--- src/rtl/clock_pkg.sv ---
// Shared definitions for the clock set-mode controller: field codes,
// per-field bit positions and the FSM state type.
package clock_pkg;

    // Field codes as seen on the controller's field output
    localparam logic [2:0] FLD_IDLE  = 3'd0;
    localparam logic [2:0] FLD_SEC   = 3'd1;
    localparam logic [2:0] FLD_MIN   = 3'd2;
    localparam logic [2:0] FLD_HOUR  = 3'd3;
    localparam logic [2:0] FLD_DAY   = 3'd4;
    localparam logic [2:0] FLD_MONTH = 3'd5;
    localparam logic [2:0] FLD_YEAR  = 3'd6;

    // Bit positions inside the 6-bit strobe and blank vectors
    localparam int FB_SEC   = 0;
    localparam int FB_MIN   = 1;
    localparam int FB_HOUR  = 2;
    localparam int FB_DAY   = 3;
    localparam int FB_MONTH = 4;
    localparam int FB_YEAR  = 5;

    // Set-mode states; the encoding matches the field codes directly
    typedef enum logic [2:0] {
        ST_IDLE  = 3'd0,
        ST_SEC   = 3'd1,
        ST_MIN   = 3'd2,
        ST_HOUR  = 3'd3,
        ST_DAY   = 3'd4,
        ST_MONTH = 3'd5,
        ST_YEAR  = 3'd6
    } set_state_t;

    // One-hot select of the edited field; all zero when idle
    function automatic logic [5:0] field_onehot(input set_state_t st);
        logic [5:0] oh;
        oh = '0;
        case (st)
            ST_SEC:   oh[FB_SEC]   = 1'b1;
            ST_MIN:   oh[FB_MIN]   = 1'b1;
            ST_HOUR:  oh[FB_HOUR]  = 1'b1;
            ST_DAY:   oh[FB_DAY]   = 1'b1;
            ST_MONTH: oh[FB_MONTH] = 1'b1;
            ST_YEAR:  oh[FB_YEAR]  = 1'b1;
            default:  oh = '0;
        endcase
        return oh;
    endfunction

endpackage

--- src/rtl/clock_set_controller_key_autorepeat.sv ---
// Hold-to-repeat timer for one key direction. While enabled it counts
// sample ticks; the first repeat fires after the delay, later repeats
// every period. The press itself never comes from here.
module key_autorepeat #(
    parameter int DELAY_TICKS  = 500,
    parameter int PERIOD_TICKS = 100
) (
    input  logic clk,
    input  logic rst_n,
    input  logic sample_ce,
    input  logic enable,
    input  logic clear,
    output logic rpt_pulse
);
    import clock_pkg::*;

    localparam int CW = $clog2(DELAY_TICKS) + 1;
    localparam logic [CW-1:0] FIRE_AT = CW'(DELAY_TICKS - 1);
    localparam logic [CW-1:0] RELOAD  = CW'(DELAY_TICKS - PERIOD_TICKS);

    logic [CW-1:0] count;

    // Fire on the tick that would bring the count up to the delay value
    assign rpt_pulse = enable && !clear && sample_ce && (count == FIRE_AT);

    // Hold counter: restarts whenever the key situation changes, and jumps
    // back by one period after each repeat so later repeats come faster
    always_ff @(posedge clk or negedge rst_n) begin
        if (!rst_n) begin
            count <= '0;
        end else if (!enable || clear) begin
            count <= '0;
        end else if (sample_ce) begin
            count <= (count == FIRE_AT) ? RELOAD : count + CW'(1);
        end
    end

endmodule

--- src/rtl/clock_set_controller.sv ---
// Button-driven set-mode sequencer: walks the editable fields on the mode
// key, issues per-field inc/dec strobes with auto-repeat, drives the blink
// blanking and the time/date page select, and drops back to run mode
// after a period without key activity.
module clock_set_controller
    import clock_pkg::*;
#(
    parameter int CE_HZ            = 1000,
    parameter int REPEAT_DELAY_MS  = 500,
    parameter int REPEAT_PERIOD_MS = 100,
    parameter int TIMEOUT_S        = 30
) (
    input  logic       clk,
    input  logic       rst_n,
    input  logic       sample_ce,
    input  logic       tick_1hz,
    input  logic       blink_2hz,
    input  logic       mode_p,
    input  logic       view_p,
    input  logic       up_p,
    input  logic       down_p,
    input  logic       up_held,
    input  logic       down_held,
    output logic       set_active,
    output logic [2:0] field,
    output logic [5:0] inc_stb,
    output logic [5:0] dec_stb,
    output logic [5:0] blank_mask,
    output logic       display_sel
);

    localparam int DELAY_TICKS  = REPEAT_DELAY_MS * CE_HZ / 1000;
    localparam int PERIOD_TICKS = REPEAT_PERIOD_MS * CE_HZ / 1000;
    localparam int TW           = $clog2(TIMEOUT_S) + 1;

    set_state_t    state;
    logic [TW-1:0] tout_count;
    logic          idle;
    logic          timeout_hit;
    logic          both_press;
    logic          rpt_clear;
    logic          rpt_up;
    logic          rpt_dn;
    logic          strobe_ok;
    logic          activity;

    assign idle        = (state == ST_IDLE);
    assign timeout_hit = !idle && (tout_count == TW'(TIMEOUT_S));
    assign both_press  = up_p && down_p;
    assign rpt_clear   = mode_p || timeout_hit || both_press;
    assign strobe_ok   = !idle && !mode_p && !timeout_hit;
    assign activity    = mode_p || up_p || down_p || rpt_up || rpt_dn;

    key_autorepeat #(
        .DELAY_TICKS (DELAY_TICKS),
        .PERIOD_TICKS(PERIOD_TICKS)
    ) u_rpt_up (
        .clk      (clk),
        .rst_n    (rst_n),
        .sample_ce(sample_ce),
        .enable   (up_held && !down_held && !idle),
        .clear    (rpt_clear),
        .rpt_pulse(rpt_up)
    );

    key_autorepeat #(
        .DELAY_TICKS (DELAY_TICKS),
        .PERIOD_TICKS(PERIOD_TICKS)
    ) u_rpt_dn (
        .clk      (clk),
        .rst_n    (rst_n),
        .sample_ce(sample_ce),
        .enable   (down_held && !up_held && !idle),
        .clear    (rpt_clear),
        .rpt_pulse(rpt_dn)
    );

    // Field sequencer and page select; timeout wins over a same-cycle mode key
    always_ff @(posedge clk or negedge rst_n) begin
        if (!rst_n) begin
            state       <= ST_IDLE;
            display_sel <= 1'b0;
        end else if (timeout_hit) begin
            state <= ST_IDLE;
        end else if (mode_p) begin
            case (state)
                ST_IDLE:  begin state <= ST_SEC;   display_sel <= 1'b0; end
                ST_SEC:   begin state <= ST_MIN;   display_sel <= 1'b0; end
                ST_MIN:   begin state <= ST_HOUR;  display_sel <= 1'b0; end
                ST_HOUR:  begin state <= ST_DAY;   display_sel <= 1'b1; end
                ST_DAY:   begin state <= ST_MONTH; display_sel <= 1'b1; end
                ST_MONTH: begin state <= ST_YEAR;  display_sel <= 1'b1; end
                default:  state <= ST_IDLE;
            endcase
        end else if (idle && view_p) begin
            display_sel <= !display_sel;
        end
    end

    // One-clock strobes for the field being edited, from a press or a repeat
    always_ff @(posedge clk or negedge rst_n) begin
        if (!rst_n) begin
            inc_stb <= '0;
            dec_stb <= '0;
        end else begin
            inc_stb <= (strobe_ok && ((up_p && !down_p) || rpt_up)) ? field_onehot(state) : '0;
            dec_stb <= (strobe_ok && ((down_p && !up_p) || rpt_dn)) ? field_onehot(state) : '0;
        end
    end

    // Inactivity counter in seconds; any key activity restarts it
    always_ff @(posedge clk or negedge rst_n) begin
        if (!rst_n) begin
            tout_count <= '0;
        end else if (idle || timeout_hit || activity) begin
            tout_count <= '0;
        end else if (tick_1hz) begin
            tout_count <= tout_count + TW'(1);
        end
    end

    assign field      = state;
    assign set_active = !idle;
    assign blank_mask = blink_2hz ? field_onehot(state) : '0;

endmodule
--- config.mk ---
export PLATFORM = sky130hd
export DESIGN_NAME = clock_set_controller
export DESIGN_NICKNAME = d
export VERILOG_FILES = /design/src/rtl/clock_pkg.sv /design/src/rtl/clock_set_controller_key_autorepeat.sv /design/src/rtl/clock_set_controller.sv
export SDC_FILE = /design/constraint.sdc
export NUM_CORES = 1
export LEC_CHECK = 0
export BUFFER_PORTS_ARGS = -buffer_cell sky130_fd_sc_hd__buf_4
export CAP_MARGIN = 20
export CORE_ASPECT_RATIO = 0.9
export CORE_MARGIN = 4
export CORE_UTILIZATION = 36
export DETAILED_ROUTE_END_ITERATION = 8
export PLACE_DENSITY = 0.54
export SKIP_CTS_REPAIR_TIMING = 1
export SYNTH_ARGS = -nofsm -noshare
export SYNTH_HDL_FRONTEND = slang
export SYNTH_HIERARCHICAL = 1
export SYNTH_SLANG_ARGS = --single-unit
export TNS_END_PERCENT = 30
--- constraint.sdc ---
create_clock -name clk -period 5.1 [get_ports clk]
set_clock_uncertainty 0.05 [all_clocks]
set_input_delay 0.51 -clock clk [delete_from_list [all_inputs] [get_ports clk]]
set_output_delay 0.51 -clock clk [all_outputs]
set_load 0.05 [all_outputs]
Word-level counts from Yosys, hierarchy flattened
Index checks and enable logic that the tools add are counted.

Reduce and logical (&&, ||, !) cells: 51. Multiplexer cells: 23. Equal/unequal tests: 10. Bitwise operators: 1. $add $sub $neg: 3.

Operators by type and width (number): two-way mux 10 bit (6); two-way mux 6 bit (5); adder 10 x 1 -> 10 bit (second input constant) (2); equality test 10 x 9 -> 1 bit (second input constant) (2); logical AND 1 bit (19); case mux 3 bit (6 select lines) (1); logical OR 1 bit (12); zero test 1 bit (11); nonzero test 2 bit (5); equality test 3 bit (second input constant) (3); two-way mux 1 bit (8); adder 6 x 1 -> 6 bit (second input constant) (1); equality test 3 x 2 -> 1 bit (second input constant) (2); equality test 6 x 5 -> 1 bit (second input constant) (1); two-way mux 3 bit (2); OR reduction 3 bit (2); equality test 3 x 1 -> 1 bit (second input constant) (1); zero test 3 bit (1); != test 3 bit (second input constant) (1); AND reduction 3 bit (1); case mux 1 bit (2 select lines) (1); inverter 1 bit (1).

Bits of input ports: 11. Output and inout port bits: 23. Word-level logic and storage cells: 95. Flip-flop bits (word level): 42.

Logic depth before layout (Yosys ltp)
Gate-level depths: netlist (run 1).

Depth in word-level cells: 13. Mapped depth: 9.

By module
Netlist (run 1), hierarchy kept.

Modules (own cells, without submodules): key_autorepeat (cells an instance 62, area an instance 590.6 um^2, instances 2); clock_set_controller (cells an instance 107, area an instance 1063.5 um^2, instances 1).

Worst setup path before layout (run 1)
No wires, ideal clock.

Path type: reg-to-reg. From: register state[0] (netlist: field[0]). To: register tout_count[1]. Required time: 4.963 ns. Data arrival time: 2.803 ns. Library setup time: 0.087 ns. Path buffers: 1. Setup slack: 2.161 ns. Stages on the path, launching flop included: 10. Cell sequence: dfrtp_1 buf_4 nor3_2 nor4b_1 a211o_2 nor2b_1 and2_1 or4_4 or3_4 a211oi_2.

Word-level cells in the longest chain between the ends: 13. Elaborated cells on any way between the ends: 20. Classes of those cells: 1 x mux; 19 x reduce/logical.

RTL lines: start: declaration (RTL line clock_set_controller.sv:36) `set_state_t state;`; start signal: assignment (RTL line clock_set_controller.sv:81) `state <= ST_IDLE;`; start signal: assignment (RTL line clock_set_controller.sv:84) `state <= ST_IDLE;`; start signal: assignment (RTL line clock_set_controller.sv:87) `ST_IDLE: begin state <= ST_SEC; display_sel <= 1'b0; end`; zero test 3 bit (*) (RTL line clock_set_controller.sv:47) `assign idle = (state == ST_IDLE);`; zero test 1 bit (*) (RTL line clock_set_controller.sv:48) `assign timeout_hit = !idle && (tout_count == TW'(TIMEOUT_S));`; logical AND 1 bit (*) (RTL line clock_set_controller.sv:48); logical OR 1 bit (*) (2 in a row) (RTL line clock_set_controller.sv:50) `assign rpt_clear = mode_p || timeout_hit || both_press;`; named net rpt_clear (RTL line clock_set_controller.sv:41) `logic rpt_clear;`; zero test 1 bit (*) (RTL line clock_set_controller_key_autorepeat.sv:24) `assign rpt_pulse = enable && !clear && sample_ce && (count == FIRE_AT);`; logical AND 1 bit (*) (3 in a row) (RTL line clock_set_controller_key_autorepeat.sv:24); named net rpt_up (RTL line clock_set_controller.sv:42) `logic rpt_up;`; logical OR 1 bit (*) (2 in a row) (RTL line clock_set_controller.sv:52) `assign activity = mode_p || up_p || down_p || rpt_up || rpt_dn;`; logical OR 1 bit (*) (RTL line clock_set_controller.sv:115) `end else if (idle || timeout_hit || activity) begin`; two-way mux 6 bit / nonzero test 2 bit (equally long branches); end signal: assignment (RTL line clock_set_controller.sv:118) `tout_count <= tout_count + TW'(1);`; end: declaration (RTL line clock_set_controller.sv:37) `logic [TW-1:0] tout_count;`.

The timed path passes the listed nets; every way through them passes the cells marked *. A chain may end at the register's enable or synchronous reset.

Worst setup path in the final report (run 1)
From: register state[2] (netlist: field[2]). To: register tout_count[1].

The elaborated chain is that of the path after synthesis.

==> results.ini, run 1 <==
[run_status]
status=completed

[sta]
fin_crit_ps=2970
achievable-frequency_mhz=336
slew_headroom_pct=46.1
fin_tns_setup_ps=0
tightestPinTransition_ps=807
slew_violations=0
setup_viol=0
hold_viol=0
period_share_pct=58.3
rsz0062_at_grt=no

[logic_synthesis]
synth-seq-cells=42
synthDistinctLibCells=43
synth_edf_count=0
syn_area_sq_mm=0.00224
ys_async_sr_fraction_pct=100
synth-main-ff-cell=dfrtp_1
synth-seq-area-share_pct=46.8
netlist_instances=231
synth_warnings=6
syn_avg_cell_area_sq_um=9.72
syn-num-nets=246

[global_route]
grt_overflow_total=0
grt_first_pass_wirelength_mm=7.82
grt_usage_pct=12.6
antenna_found_initial=0
grt_start_max_net_pins=43
grt_pass1_vias=1607

[clock_tree]
path_clk_slew_ps=80
clock_latency_ps=290
ctsHtreeMaxLevel=2
tritoncts=done
clock_path_buffers=2
cts_buffers=5
clock-sinks=42
root_buffer=clkbuf_8

[layout]
nets=275
synthToLayoutAreaGrowth_pct=16.8
nFillCells=621
final_cell_mix=dfrtp_1, buf_4, nor2_1
final_cells=333
final_common_cell=dfrtp_1
diodes=0
layout-drive-gt1-share_pct=19.9

[setup_path]
critical_path.max_stage_delay_ps=580
crit_fanout=14
r2r_start=field[2]
required_ps=5260
start_kind=register
arrival_ps=3130
r2r_slack_ps=2130
critical_path.cell_chain=nor3_2, nor4b_1, a211o_2, nor2b_1, and2_1, or4_4, or3_4, a211oi_2
reg2regPathDepth=8
slowest_stage=dfrtp_1
crit_type=reg -> reg
end_kind=register
r2r-end=tout_count[1]

[routing]
drt_wl_total_mm=4.57
ant_nets=0
wl_per_cell_um=13.7
drc_errors=0
drtIter0Drc=157
viasPerCell=5.21
vias=1734
drtPass1Iterations=4

[min_path]
hp-class=in -> async

[floorplan]
row_count=27
start_util_pct=36.9
placeableCoreArea_sq_mm=0.00608
die_w_um=91.2
dieArea_sq_mm=0.00756
ios=34
die_h_um=82.9

[placement]
placed_cells=325
io_buffers=33
hpwl_mm=3.30
place_congestion=0.779

[power]
ir_worst_vdd_uv=199
powerDensity_mw_per_mm2=366
p_leak_nw=1.10

[run]
cap_viol_max_count=0

[worst max-delay path: cells and delay by family, from the launching register on]
kind	cells	cell delay [ps]
AO/OA/AOI/OAI	2	430
AND/OR/NAND/NOR	6	1820
flip-flops	1	580
[how the worst max path moves through the flow]
| stage | slack, ps | depth (start not counted) | to | startpoint |
|---|---|---|---|---|
| 2_1_floorplan | 2160 | 9 | tout_count[1] | field[0] |
| 3_3_place_gp | 2240 | 8 | inc_stb[4] | field[0] |
| 3_5_place_dp | 2130 | 8 | dec_stb[4] | field[0] |
| 4_1_cts | 2100 | 8 | dec_stb[4] | field[0] |
| 5_1_grt | 1880 | 8 | dec_stb[5] | field[1] |
| 6_report | 2130 | 8 | tout_count[1] | field[2] |
[state kept, by name (all words and copies together), names as in the netlist]
name / flops
u_rpt_dn/count: 10
u_rpt_up/count: 10
dec_stb: 6
inc_stb: 6
tout_count: 6
field: 3
display_sel: 1
[cell usage after synthesis, drive strengths merged, types with 5 or more instances]
cell type | instances | area share (%)
o211ai | 6 | 2.0
o21ai | 8 | 1.8
nand4 | 8 | 2.2
nor4 | 6 | 1.7
nand2 | 13 | 2.2
nand3 | 10 | 2.2
mux2i | 5 | 2.2
a21oi | 10 | 2.2
inv | 9 | 1.5
dfrtp | 42 | 47
nor2 | 31 | 5.2
nand2b | 10 | 3.5
or4 | 11 | 3.8
buf | 7 | 2.7
xor2 | 7 | 2.7
[report_power, final]
| group | total [W] | internal, W | switching [W] |
|---|---|---|---|
| combinational | 0.000306 | 0.0000981 | 0.000208 |
| clock | 0.000261 | 0.000146 | 0.000115 |
| sequential | 0.000393 | 0.000353 | 0.0000394 |
[logic make-up (layout without fill, tap and decap cells)]
group                      count (synthesis)  count (layout)  synth area share (%)
xor gates and xnor gates                   9               9                  3.51
adders and majority gates                  4               4                  2.23
muxes                                      7               7                  3.23
AOI/OAI and AO/OA                         32              32                  9.14
buffers and inverters                     20              50                  4.85
DFF                                       42              42                  46.8
and+or+nand+nor                          117             117                  30.2
[cell type report]
cell class              instances  area, sq um  share of cell area [%]
repair buffers                 33          248                    9.45
multi-input cells             169         1080                    41.4
clock inverters                 3         45.0                    1.72
clock buffers                   5         68.8                    2.63
well taps                      72         90.1                    3.44
flip-flops and latches         42         1050                    40.1
inverters                       9         33.8                    1.29
[stage by stage]
stage                     setup WS [ps]  hold slack [ps]  area [sq um]  utilization [%]  total power (W)
after global placement             2240              468          2510             41.2         0.000708
final                              2130              148          2620             43.1         0.000960
after CTS                          2100              159          2620             43.1         0.000978
after global routing               1880              180          2620             43.1          0.00101
after floorplan                    2160              164          2240                -         0.000623
after detailed placement           2130              483          2510             41.2         0.000710
[metal layers]
| metal | vias up | share of wire [%] | global-route usage (%) | wire length (um) |
|---|---|---|---|---|
| li1 | 882 | - | - | - |
| met1 | 820 | 51 | 18.0 | 2340 |
| met2 | 27 | 44 | 19.1 | 2020 |
| met3 | 5 | 3.6 | 2.99 | 164 |
| met4 | 0 | 1.0 | 3.70 | 46 |
| met5 | - | 0 | 0 | 0 |
No activity file was read; power rests on OpenSTA's default activity.
==> run 2, diff against run 1 <==
- PLACE_DENSITY: 0.54 -> 0.56
- clock period: 5.1 -> 2.5 ns (I/O delays scaled with it)
==> run 2 against run 1 <==
Compared with the run above:
- wire length is 4.7% higher
- register-to-register slack worse by 2000 ps
- worst setup slack worse by 2000 ps
- clock power is 70% higher
- global-route usage is 0.64 points higher
- sequential power is 93% higher
- die area stayed put
- combinational power grew to 2.5 times the previous value
- sequential share of layout area is 2.5 points lower
==> results.ini, run 2 (synthesis gave the netlist of run 1 again) <==
[placement]
place_congestion=0.755
hpwl_mm=3.45
io_buffers=33
dp_slack_ps=74.7

[sta]
hold_viol=0
fin_crit_ps=2390
rsz0062_at_grt=no
finalWorstSetupSlack_ps=109
achievable-frequency_mhz=418
slew_headroom_pct=64.9
setup_viol=0
tightestPinTransition_ps=527
slew_violations=0
period_share_pct=95.7

[clock_tree]
clock_path_buffers=2
root_buffer=clkbuf_8
ctsHtreeMaxLevel=2
tritoncts=done
cts_buffers=5
clock-sinks=42
path_clk_slew_ps=90
clock_latency_ps=290

[power]
ir_worst_vdd_uv=270
totalPowerFinal_w=0.00199
p_leak_nw=1.19
powerDensity_mw_per_mm2=708

[global_route]
grt_start_max_net_pins=43
antenna_found_initial=0
grt_pass1_vias=1746
grt_first_pass_wirelength_mm=8.34
grt_usage_pct=13.3
grt_overflow_total=0

[floorplan]
die_h_um=82.9
dieArea_sq_mm=0.00756
ios=34
die_w_um=91.2
row_count=27
placeableCoreArea_sq_mm=0.00608
start_util_pct=36.9

[layout]
reg_top3=u_rpt_dn/count (10), u_rpt_up/count (10)
final_common_cell=buf_4
fin_util_pct=46.1
layout-drive-gt1-share_pct=28.9
final_cell_mix=buf_4, dfrtp_1, nor2_1
diodes=0
nets=294
synthToLayoutAreaGrowth_pct=25.0

[setup_path]
required_ps=2670
crit_fanout=5
arrival_ps=2560
start_kind=register
critical_path.cell_chain=inv_1, ha_2, nor4b_4, a211o_2, nor2b_4, and2_4, or4_4, or3_4, a211oi_2
slowest_stage=or4_4
crit_type=reg -> reg
critical_path.max_stage_delay_ps=470
end_kind=register

[routing]
drc_errors=0
viasPerCell=5.28
ant_nets=0
drtIter0Drc=39
drtPass1Iterations=5
wl_per_cell_um=13.6
drt_wl_total_mm=4.79
vias=1857

[run_status]
status=completed

[run]
cap_viol_max_count=0

[min_path]
hp-class=in -> reg

-- run 2: changes by cell type in the layout (fill, tap and decap cells not counted), moves of 2 or more --
cell	delta
nor2b_4	+2
dfrtp_1	-3
and2_1	-2
and2_4	+2
dfrtp_2	+3
buf_4	+18
nor2b_1	-2
-- run 2: report_power, final --
part / internal [W] / switching, W / total, W
registers: 0.000726 / 0.0000338 / 0.000760
clock network: 0.000196 / 0.000248 / 0.000445
logic: 0.000272 / 0.000508 / 0.000780
total: 0.00120 / 0.000790 / 0.00199
-- run 2: path summary, 6_finish.rpt --
kind / from / to / slack, ps / cells after the start
setup reg to reg: tout_count[0] / tout_count[1] / 110 / 9
max in group asynchronous: rst_n / field[0] / 1590 / 2
min in group asynchronous: rst_n / dec_stb[5] / 430 / 2
hold / removal: tick_1hz / tout_count[1] / 130 / 2
setup / recovery: tout_count[0] / tout_count[1] / 110 / 9
hold reg to reg: u_rpt_dn/count[9] / u_rpt_dn/count[9] / 500 / 2
-- run 2: critical path: cells and delay by family, from the launching register on --
| family | cells | cell delay [ps] |
|---|---|---|
| AOI/OAI and AO/OA | 2 | 360 |
| DFF | 1 | 380 |
| adders and majority gates | 1 | 180 |
| and+or+nand+nor | 5 | 1270 |
| buffers and inverters | 1 | 60 |
-- run 2: metal layers --
layer	wire, um	up-vias	track usage [%]
li1	-	926	-
met5	0	-	0
met2	2320	27	21.3
met1	2270	899	18.5
met4	30	0	2.88
met3	162	5	2.81
-- run 2: final cells by class --
class / count / area (sq um)
fillers: 587 / 3280
multi-input cells: 169 / 1140
flip-flops and latches: 42 / 1050
repair buffers: 52 / 393
well taps: 72 / 90.1
clock buffers: 5 / 68.8
inverters: 9 / 33.8
clock inverters: 3 / 21.3
-- run 2: metrics by stage --
| step | hold WS, ps | setup TNS (ps) | cells | instance area [sq um] |
|---|---|---|---|---|
| finish | 127 | 0 | 352 | 2810 |
| floorplan | -95.6 | -429 | 231 | 2290 |
| global route | 119 | 0 | 352 | 2810 |
| global placement | 227 | 0 | 341 | 2670 |
| detailed placement | 230 | 0 | 341 | 2670 |
| CTS | -99.4 | 0 | 349 | 2760 |
